`config.mk`:
```
export PLATFORM = sky130hd
export DESIGN_NAME = kgp_control_unit
export DESIGN_NICKNAME = d
export VERILOG_FILES = /design/src/rtl/kgp_control_unit.sv
export SDC_FILE = /design/constraint.sdc
export NUM_CORES = 1
export LEC_CHECK = 0
export BUFFER_PORTS_ARGS = -buffer_cell sky130_fd_sc_hd__buf_2
export CORE_UTILIZATION = 32
export CTS_CLUSTER_SIZE = 25
export DETAILED_ROUTE_END_ITERATION = 7
export PLACE_DENSITY = 0.83
export SYNTH_ARGS = -nofsm -noshare
export SYNTH_HDL_FRONTEND = slang
export SYNTH_SLANG_ARGS = --single-unit
```
`constraint.sdc`:
```
create_clock -name clk -period 3.3 [get_ports clk]
set_input_delay 0.33 -clock clk [delete_from_list [all_inputs] [get_ports clk]]
set_output_delay 0.33 -clock clk [all_outputs]
set_load 0.005 [all_outputs]
```
`src/rtl/kgp_control_unit.sv`:
```
// kgp_control_unit: multicycle IF/ID/EX/MEM/WB control FSM for KGP-RISC.
// Moore-style strobes are decoded from the current state and the latched IR.
// Optional macro KGP_CTRL_RETIRE_COUNT_EN adds the instr_retired counter port.
module kgp_control_unit #(
  parameter int unsigned START_ON_RESET = 0
) (
  input  logic        clk,
  input  logic        reset,
  input  logic        start,
  input  logic [31:0] irout,
  output logic        readim,
  output logic        ldir,
  output logic        ldnpc,
  output logic        ldA,
  output logic        ldB,
  output logic        ldimm,
  output logic [1:0]  opcond,
  output logic        alusel1,
  output logic        alusel2,
  output logic        aluen,
  output logic        ldaluout,
  output logic [3:0]  alufunc,
  output logic        regwrite,
  output logic        writedmem,
  output logic        readdmem,
  output logic        ldlmd,
  output logic        selwb,
  output logic        branch,
  output logic        ldpc,
  output logic        busy,
  output logic        halted,
  output logic        illegal,
`ifdef KGP_CTRL_RETIRE_COUNT_EN
  output logic [31:0] instr_retired,
`endif
  output logic [2:0]  state
);

  typedef enum logic [2:0] {
    S_IDLE = 3'd0,
    S_IF   = 3'd1,
    S_ID   = 3'd2,
    S_EX   = 3'd3,
    S_MEM  = 3'd4,
    S_WB   = 3'd5,
    S_HALT = 3'd6
  } state_t;

  state_t      r_state;
  state_t      w_next;
  logic        r_halted;
  logic        r_illegal;
  logic        w_set_halt;
  logic        w_set_illegal;

  logic [1:0]  w_cls;
  logic [3:0]  w_fn;
  logic        w_is_alu;
  logic        w_is_load;
  logic        w_is_store;
  logic        w_is_br;
  logic        w_is_jmp;
  logic        w_is_halt;
  logic        w_is_ill;
  logic        w_unused_ir;

  // Instruction class decode from the latched IR
  assign w_cls       = irout[31:30];
  assign w_fn        = irout[29:26];
  assign w_is_alu    = (w_cls[1] == 1'b0);
  assign w_is_load   = (w_cls == 2'b10) && !irout[26];
  assign w_is_store  = (w_cls == 2'b10) &&  irout[26];
  assign w_is_br     = (w_cls == 2'b11) && (w_fn[3:2] == 2'b00);
  assign w_is_jmp    = (w_cls == 2'b11) && (w_fn[3:2] == 2'b01);
  assign w_is_halt   = (w_cls == 2'b11) && (w_fn == 4'b1111);
  assign w_is_ill    = (w_cls == 2'b11) && w_fn[3] && (w_fn != 4'b1111);
  assign w_unused_ir = ^irout[25:0];

  assign state  = r_state;
  assign busy   = (r_state != S_IDLE) && (r_state != S_HALT);
  assign halted = r_halted;
  assign illegal = r_illegal;

  // State register and sticky halt/illegal flags
  always_ff @(posedge clk) begin
    if (!reset) begin
      r_state   <= (START_ON_RESET != 0) ? S_IF : S_IDLE;
      r_halted  <= 1'b0;
      r_illegal <= 1'b0;
    end else begin
      r_state <= w_next;
      if (w_set_halt)    r_halted  <= 1'b1;
      if (w_set_illegal) r_illegal <= 1'b1;
    end
  end

  // Next-state and strobe decode
  always_comb begin
    w_next        = r_state;
    w_set_halt    = 1'b0;
    w_set_illegal = 1'b0;
    readim    = 1'b0;
    ldir      = 1'b0;
    ldnpc     = 1'b0;
    ldA       = 1'b0;
    ldB       = 1'b0;
    ldimm     = 1'b0;
    opcond    = 2'b00;
    alusel1   = 1'b0;
    alusel2   = 1'b0;
    aluen     = 1'b0;
    ldaluout  = 1'b0;
    alufunc   = 4'b0000;
    regwrite  = 1'b0;
    writedmem = 1'b0;
    readdmem  = 1'b0;
    ldlmd     = 1'b0;
    selwb     = 1'b0;
    branch    = 1'b0;
    ldpc      = 1'b0;
    unique case (r_state)
      S_IDLE: begin
        if (start) w_next = S_IF;
      end
      S_IF: begin
        readim = 1'b1;
        ldir   = 1'b1;
        ldnpc  = 1'b1;
        w_next = S_ID;
      end
      S_ID: begin
        ldA   = 1'b1;
        ldB   = 1'b1;
        ldimm = 1'b1;
        if (w_is_jmp) begin
          branch = 1'b1;
          ldpc   = 1'b1;
          w_next = S_IF;
        end else if (w_is_halt || w_is_ill) begin
          w_set_halt    = 1'b1;
          w_set_illegal = w_is_ill;
          w_next        = S_HALT;
        end else begin
          w_next = S_EX;
        end
      end
      S_EX: begin
        aluen    = 1'b1;
        ldaluout = 1'b1;
        alufunc  = w_is_alu ? w_fn : 4'b0000;
        alusel1  = !w_is_br;
        alusel2  = (w_cls != 2'b00);
        if (w_is_br) opcond = irout[27:26];
        w_next   = w_is_alu ? S_WB : S_MEM;
      end
      S_MEM: begin
        if (w_is_load) begin
          readdmem = 1'b1;
          ldlmd    = 1'b1;
          w_next   = S_WB;
        end else if (w_is_store) begin
          writedmem = 1'b1;
          ldpc      = 1'b1;
          w_next    = S_IF;
        end else begin
          if (w_is_br) opcond = irout[27:26];
          ldpc   = 1'b1;
          w_next = S_IF;
        end
      end
      S_WB: begin
        regwrite = 1'b1;
        ldpc     = 1'b1;
        selwb    = w_is_load;
        w_next   = S_IF;
      end
      S_HALT: begin
        w_next = S_HALT;
      end
      default: begin
        w_next = S_IDLE;
      end
    endcase
  end

`ifdef KGP_CTRL_RETIRE_COUNT_EN
  logic [31:0] r_retired;

  // Count one retirement per ldpc pulse; wraps naturally at 32 bits
  always_ff @(posedge clk) begin
    if (!reset) begin
      r_retired <= '0;
    end else if (ldpc) begin
      r_retired <= r_retired + 32'd1;
    end
  end

  assign instr_retired = r_retired;
`endif

endmodule

```
After elaboration in Yosys (flattened, before gate mapping)
Cells that the tools add are included.
Word-level totals
  bits in latches: 0
  memories kept: 0
  register bits: 5
  RAM bits: 0
  logic and storage cells: 65
  bits in read-only memories: 0
  input bits: 35
  output and inout bits: 29
Operators by class
  order comparisons: 0
  bitwise operators: 0
  shifts and indexed selects: 0
  multiplexer cells: 34
  reductions and logical operators: 15
  equal/unequal tests: 13
  $add $sub $neg: 0
  $mul: 0
  div/mod/pow operators: 0
Operators by type and width (count)
  1-bit 2-to-1 mux: 22
  3-bit one-hot mux with 7 select lines: 1
  3-bit 2-to-1 mux: 4
  3-bit == test (second input constant): 3
  1-bit logical AND: 8
  4-bit 2-to-1 mux: 2
  3-bit by 2-bit == test with 1-bit output (second input constant): 2
  2-bit 2-to-1 mux: 3
  2-bit == test (second input constant): 2
  4-bit == test (second input constant): 1
  4-bit != test (second input constant): 1
  2-bit one-hot mux with 2 select lines: 1
  3-bit by 1-bit == test with 1-bit output (second input constant): 1
  3-bit logical NOT: 1
  3-bit != test (second input constant): 1
  1-bit one-hot mux with 3 select lines: 1
  3-bit nonzero test: 1
  2-bit by 1-bit == test with 1-bit output (second input constant): 1
  1-bit logical NOT: 2
  2-bit logical NOT: 1
  2-bit != test (second input constant): 1
  2-bit nonzero test: 1
  1-bit logical OR: 1

Longest topological paths before layout
Gate-level depths: netlist (run 1).
  depth after elaboration: 7
  gate-level depth with buffers: 4
  gate-level depth less buffers: 3

Worst setup path after synthesis (run 1)
OpenSTA, ideal clock, no wires.
  path kind: reg2out
  from: reg r_state[1] (netlist: state[1])
  to: out opcond[1]
  buffers on the path: 1
  arrival time: 1.250 ns
  cell stages (with the launch flop): 5
  required time: 2.970 ns
  setup slack: 1.720 ns
  cell sequence: dfxtp_1 buf_2 or3b_2 o21ai_0 and3_1
On the way
  longest elaborated chain between the ends: 2
  elaborated cells between the ends (all ways): 3
  those cells by class: 2 x eq/ne; 1 x mux
Ends and longest elaborated chain
  from (decl): RTL line 49  | state_t r_state;
  from (signal assigned): RTL line 87  | r_state <= (START_ON_RESET != 0) ? S_IF : S_IDLE;
  from (signal assigned): RTL line 91  | r_state <= w_next;
  3-bit == test or 3-bit by 2-bit == test with 1-bit output (tied branches): RTL line 121  | unique case (r_state)
  2-bit one-hot mux with 2 select lines (*): RTL line 121
  to (decl): RTL line 17  | output logic [1:0] opcond,
Every way passes the cells marked *; elsewhere a longest branch is shown, timed or not.

Worst setup path after layout (run 1)
  from: reg r_state[2] (netlist: state[2])
  to: out opcond[1]
Same word-level chain as after synthesis.

==> results of run 1 <==
routing by layer:
metal / global-route usage, % / vias up / share of wire [%]
li1: - / 305 / -
met1: 21.3 / 260 / 46
met2: 28.2 / 28 / 43
met3: 10.0 / 0 / 10
met4: 2.50 / 0 / 0
met5: 0 / - / 0
state kept, by name (all words and copies together), names as in the netlist:
register / cells
illegal: 1
halted: 1
state: 3
cell families after synthesis:
family,after synthesis,synth area share [%]
buf+inv,13,15.3
flops,5,21.2
compound gates,10,12.7
simple gates,43,50.8
metrics by stage:
step                hold WS [ps]  util, %  cells  setup WS (ps)
floorplan                    447        -     71           1720
detailed placement           482     46.4    114           1530
finish                       359     48.4    118           1240
global route                 357     48.4    118           1110
global placement             477     46.4    114           1530
CTS                          352     48.4    118           1260
critical path, delay by kind of cell, from the launching register on:
kind,cells,cell delay [ps]
AO/OA/AOI/OAI,1,190
buffers and inverters,1,100
flip-flops,1,490
AND/OR/NAND/NOR,2,700
power by group through the flow:
stage | sequential (mW) | clock (mW) | combinational (mW)
2_1_floorplan | 0.0720 | 0 | 0.0665
3_5_place_dp | 0.0825 | 0 | 0.0829
4_1_cts | 0.0815 | 0.0733 | 0.0830
6_report | 0.0814 | 0.0702 | 0.0823
3_3_place_gp | 0.0815 | 0 | 0.0810
5_1_grt | 0.0832 | 0.0809 | 0.0968
worst paths after layout:
check                                           start               endpoint  slack (ps)  cells after the start
worst max-delay path            state[2]$_SDFFE_PN0P_              opcond[1]        1240                      4
worst min-delay path                            reset  state[1]$_SDFFE_PN0P_         360                      2
worst max register to register  state[1]$_SDFFE_PN0P_   illegal$_SDFFE_PN0P_        1920                      3
worst min register to register    halted$_SDFFE_PN0P_    halted$_SDFFE_PN0P_         490                      2
layout make-up:
class / instances / area (sq um)
multi-input cells: 53 / 300
repair buffers: 37 / 185
clock buffers: 4 / 26.3
inverters: 4 / 15.0
flip-flops and latches: 5 / 100
fillers: 143 / 688
well taps: 15 / 18.8
cell usage after synthesis (2+ instances only):
cell	instances
nand2_1	6
and3_1	3
inv_1	4
dfxtp_1	5
nand3_1	3
nor2b_1	4
nor2_1	10
nand3b_1	2
a21oi_1	3
a31oi_1	2
and2_1	4
clkbuf_1	2
o21ai_0	3
buf_4	6
nand2b_1	2
==> flow_summary.yaml, run 1 <==
clock_network:
  cts_tree: "done"
  numClockSinks: 5
  cts_buffer_depth: 2
  hold_buffers: 0
  clock-root-buffer: "clkbuf_4"
  htreeDepth: 1
  clock_latency_ps: 240
  clk_pin_slew_ps: 40
  ctsResizeCount: 0
  cts_buffers: 3
  post_cts_buffers: 0
synthesis:
  syn-num-nets: 106
  yosys_warnings: 0
  async_reset_ff_share_pct: 0
  postSynthAreaPerCell_sq_um: 6.66
  synth_cell_types: 27
  yosys.area.top_type: "dfxtp_1"
  synth-edff-count: 0
  synthTopCellsByArea: "dfxtp_1, buf_4, nor2_1"
  synth_cells: 71
  ys_ff_latch: 5
  ys_seq_area_share_pct: 21.2
  synth_top_cell_area_share_pct: 21.2
  synth_ff_type: "dfxtp_1"
  syn_area_sq_um: 473
power:
  max-vdd-ir-drop_mv: 0.297
  internal_power_mw: 0.153
  cellPowerDensity_mw_per_mm2: 362
  p_total_mw: 0.234
  swShare_pct: 34.5
  power.leakage_nw: 0.389
  clock_power_share_pct: 30.0
  power_frac_seq_pct: 34.8
  switchingPower_mw: 0.0807
  p_comb_share_pct: 35.2
timing:
  period_share_pct: 62.3
  slew_violations: 0
  skew_ps: 2.91
  relSlewSlack_pct: 62.2
  fmax_mhz: 486
  setup_violations: 0
  rsz0062_at_grt: "no"
  hold_viol_final: 0
  setup-tns-final_ps: 0
  finalCriticalPeriod_ps: 2060
  tightestPinTransition_ps: 566
floorplanning:
  initial_core_util_pct: 35.5
  ios: 64
  std_cell_rows: 13
  core_area_sq_mm: 0.00133
  dieArea_sq_mm: 0.00164
  dieWidth_microns: 40.4
  die_y_microns: 40.4
cells_and_area:
  diodes: 0
  drive_above_1_share_pct: 40.8
  syn_to_final_growth_pct: 36.5
  mostFrequentLayoutCells: "buf_2, nor2_1, nand2_1"
  fin_nets: 139
  finalInstanceArea_sq_um: 646
  mostFrequentLayoutCell: "buf_2"
critical_path:
  cp_slowest_cell: "or3b_2"
  worstPathRequired_ps: 2970
  criticalPathCategory: "reg -> out"
  cp_cell_sequence: "or3b_2 -> o21ai_0 -> and3_1 -> buf_2"
  crit_path_end_kind: "primary output"
  cp_max_fo: 12
  start_kind: "register"
  critPathMaxStageDelay_ps: 530
  critPathArrivalTime_ps: 1730
grt:
  grt_max_degree: 15
  grt_overflow_total: 0
  antenna_found_initial: 0
  grt_pass1_wl_microns: 1890
  grtUsageTotal_pct: 17.8
  grt_pass1_vias: 457
drt:
  vias_per_cell: 5.03
  antenna_left: 0
  num_vias: 593
  drtPass1Iterations: 4
  drt_iter0_drc: 13
  wl_per_cell_microns: 10.6
  drcViolationCount: 0
  wirelength_microns: 1250
place:
  place_congestion: 0.796
  io_buffers: 37
  dpl_cell_area_sq_um: 619
  dp_hpwl_microns: 963
run:
  maxCapViolCount: 0
min_path:
  hp-class: "in -> reg"
outcome:
  status: "complete, no violations"
Power figures use the tool's default switching activity.
==> run 2, diff against run 1 <==
--- a/config.mk
+++ b/config.mk
@@ -5,11 +5,12 @@
 export SDC_FILE = /design/constraint.sdc
 export NUM_CORES = 1
 export LEC_CHECK = 0
+export ABC_AREA = 1
 export BUFFER_PORTS_ARGS = -buffer_cell sky130_fd_sc_hd__buf_2
-export CORE_UTILIZATION = 32
+export CORE_UTILIZATION = 28
 export CTS_CLUSTER_SIZE = 25
 export DETAILED_ROUTE_END_ITERATION = 7
-export PLACE_DENSITY = 0.83
+export PLACE_DENSITY = 0.75
 export SYNTH_ARGS = -nofsm -noshare
 export SYNTH_HDL_FRONTEND = slang
 export SYNTH_SLANG_ARGS = --single-unit
==> constraint.sdc (replaced) <==
create_clock -name clk -period 1.76 [get_ports clk]
set_input_delay 0.176 -clock clk [delete_from_list [all_inputs] [get_ports clk]]
set_output_delay 0.176 -clock clk [all_outputs]
set_load 0.005 [all_outputs]
==> flow_summary.yaml, run 2 <==
outcome:
  status: "finished, violations left"
  violations: "DRC"
drt:
  drt_iter0_drc: 11
  vias_per_cell: 4.60
  drcViolationCount: 3
  antenna_left: 0
  drtPass1Iterations: 6
  wirelength_microns: 1310
  num_vias: 626
  wl_per_cell_microns: 9.64
clock_network:
  clock-root-buffer: "clkbuf_4"
  ctsResizeCount: 0
  cts_tree: "done"
  post_cts_buffers: 0
  clock_latency_ps: 240
  hold_buffers: 0
  numClockSinks: 5
  cts_buffer_depth: 2
  cts_buffers: 3
  clk_pin_slew_ps: 40
  htreeDepth: 1
timing:
  hold_viol_final: 0
  tightestPinTransition_ps: 362
  relSlewSlack_pct: 75.8
  rsz0062_at_grt: "no"
  period_share_pct: 90.2
  setup_ws_ps: 173
  fmax_mhz: 630
  setup_violations: 0
  slew_violations: 0
  skew_ps: 1.23
  setup-tns-final_ps: 0
  finalCriticalPeriod_ps: 1590
place:
  preCtsSetupSlack_ps: 450
  dp_hpwl_microns: 1100
  io_buffers: 37
  place_congestion: 0.824
  placed_cells: 132
run:
  maxCapViolCount: 0
critical_path:
  path_delay_family: "flip-flops"
  critPathArrivalTime_ps: 1410
  crit_path_end_kind: "primary output"
  cp_cell_sequence: "nand2_2 -> nor2_1 -> inv_1 -> a21oi_1 -> buf_2"
  criticalPathCategory: "reg -> out"
  crit_buf_inv: 2
  start_kind: "register"
  cp_max_fo: 9
  cp_slowest_cell: "dfxtp_1"
  critPathMaxStageDelay_ps: 530
  worstPathRequired_ps: 1580
synthesis:
  ys_seq_area_share_pct: 20.3
  yosys-top-cells-count: "inv_1, nor2_1, nand2_1"
  synth_ff_type: "dfxtp_1"
  postSynthAreaPerCell_sq_um: 5.75
  yosys_warnings: 0
  syn-num-nets: 121
  syn_area_sq_um: 494
  synth_cells: 86
  async_reset_ff_share_pct: 0
  synth_top_cell_area_share_pct: 20.3
  ys_ff_latch: 5
  synth_cell_types: 16
  synthTopCellsByArea: "dfxtp_1, buf_4, inv_1"
  synth-edff-count: 0
  yosys.area.top_type: "dfxtp_1"
grt:
  grt_overflow_total: 0
  antenna_found_initial: 0
  grtUsageTotal_pct: 14.5
  grt_max_degree: 10
  grt_pass1_wl_microns: 2130
  grt_pass1_vias: 551
floorplanning:
  initial_core_util_pct: 31.3
  die_y_microns: 44.0
  core_area_sq_mm: 0.00158
  ios: 64
  dieArea_sq_mm: 0.00194
  std_cell_rows: 14
  dieWidth_microns: 44.0
cells_and_area:
  fin_nets: 156
  largest_reg_flops: 3
  nFillCells: 184
  syn_to_final_growth_pct: 36.2
  diodes: 0
  final_cells: 136
  drive_above_1_share_pct: 43.3
  mostFrequentLayoutCells: "buf_2, nor2_1, inv_1"
  mostFrequentLayoutCell: "buf_2"
min_path:
  hp-class: "in -> reg"
power:
  max-vdd-ir-drop_mv: 0.287
  p_total_mw: 0.511
  power.leakage_nw: 0.429
  cellPowerDensity_mw_per_mm2: 759
run 2: area by class of cell:
cell class | count | area [sq um] | area share [%]
clock buffers | 4 | 26.3 | 3.90
flip-flops and latches | 5 | 100 | 14.9
well taps | 16 | 20.0 | 2.97
multi-input cells | 55 | 270 | 40.1
inverters | 19 | 71.3 | 10.6
repair buffers | 37 | 185 | 27.5
run 2: where the power goes:
part	internal (mW)	total [mW]	switching, mW
clock network	0.0857	0.132	0.0467
logic	0.0920	0.218	0.126
registers	0.128	0.160	0.0325
run 2: path summary, 6_finish.rpt:
check / from / to / slack, ps / cells past startpoint
setup / recovery: state[2]$_SDFFE_PN0P_ / opcond[1] / 170 / 5
hold / removal: reset / state[2]$_SDFFE_PN0P_ / 160 / 3
setup reg to reg: state[2]$_SDFFE_PN0P_ / state[0]$_SDFFE_PN0P_ / 550 / 7
hold reg to reg: illegal$_SDFFE_PN0P_ / illegal$_SDFFE_PN0P_ / 450 / 2
run 2: logic make-up after synthesis:
| kind of cell | count (synthesis) | synth area share [%] |
|---|---|---|
| simple gates | 46 | 45.1 |
| flops | 5 | 20.3 |
| buf+inv | 26 | 25.1 |
| compound gates | 9 | 9.62 |
run 2: worst min-delay path: cells and delay by family:
family | cells | cell delay [ps]
simple gates | 1 | 50
buf+inv | 2 | 140
run 2: routing by layer:
metal / share of wire (%) / track usage [%] / vias up
met4: 0 / 3.64 / 0
met5: 0 / 0 / -
met3: 7.8 / 4.90 / 0
met1: 44 / 17.3 / 270
li1: - / - / 327
met2: 48 / 25.0 / 29
run 2: per-stage QoR:
step           hold WS, ps  util, %  instance area [sq um]
2_1_floorplan          274        -                    494
3_3_place_gp           394     41.0                    647
3_5_place_dp           404     41.0                    647
4_1_cts                154     42.7                    673
5_1_grt                163     42.7                    673
6_report               161     42.7                    673
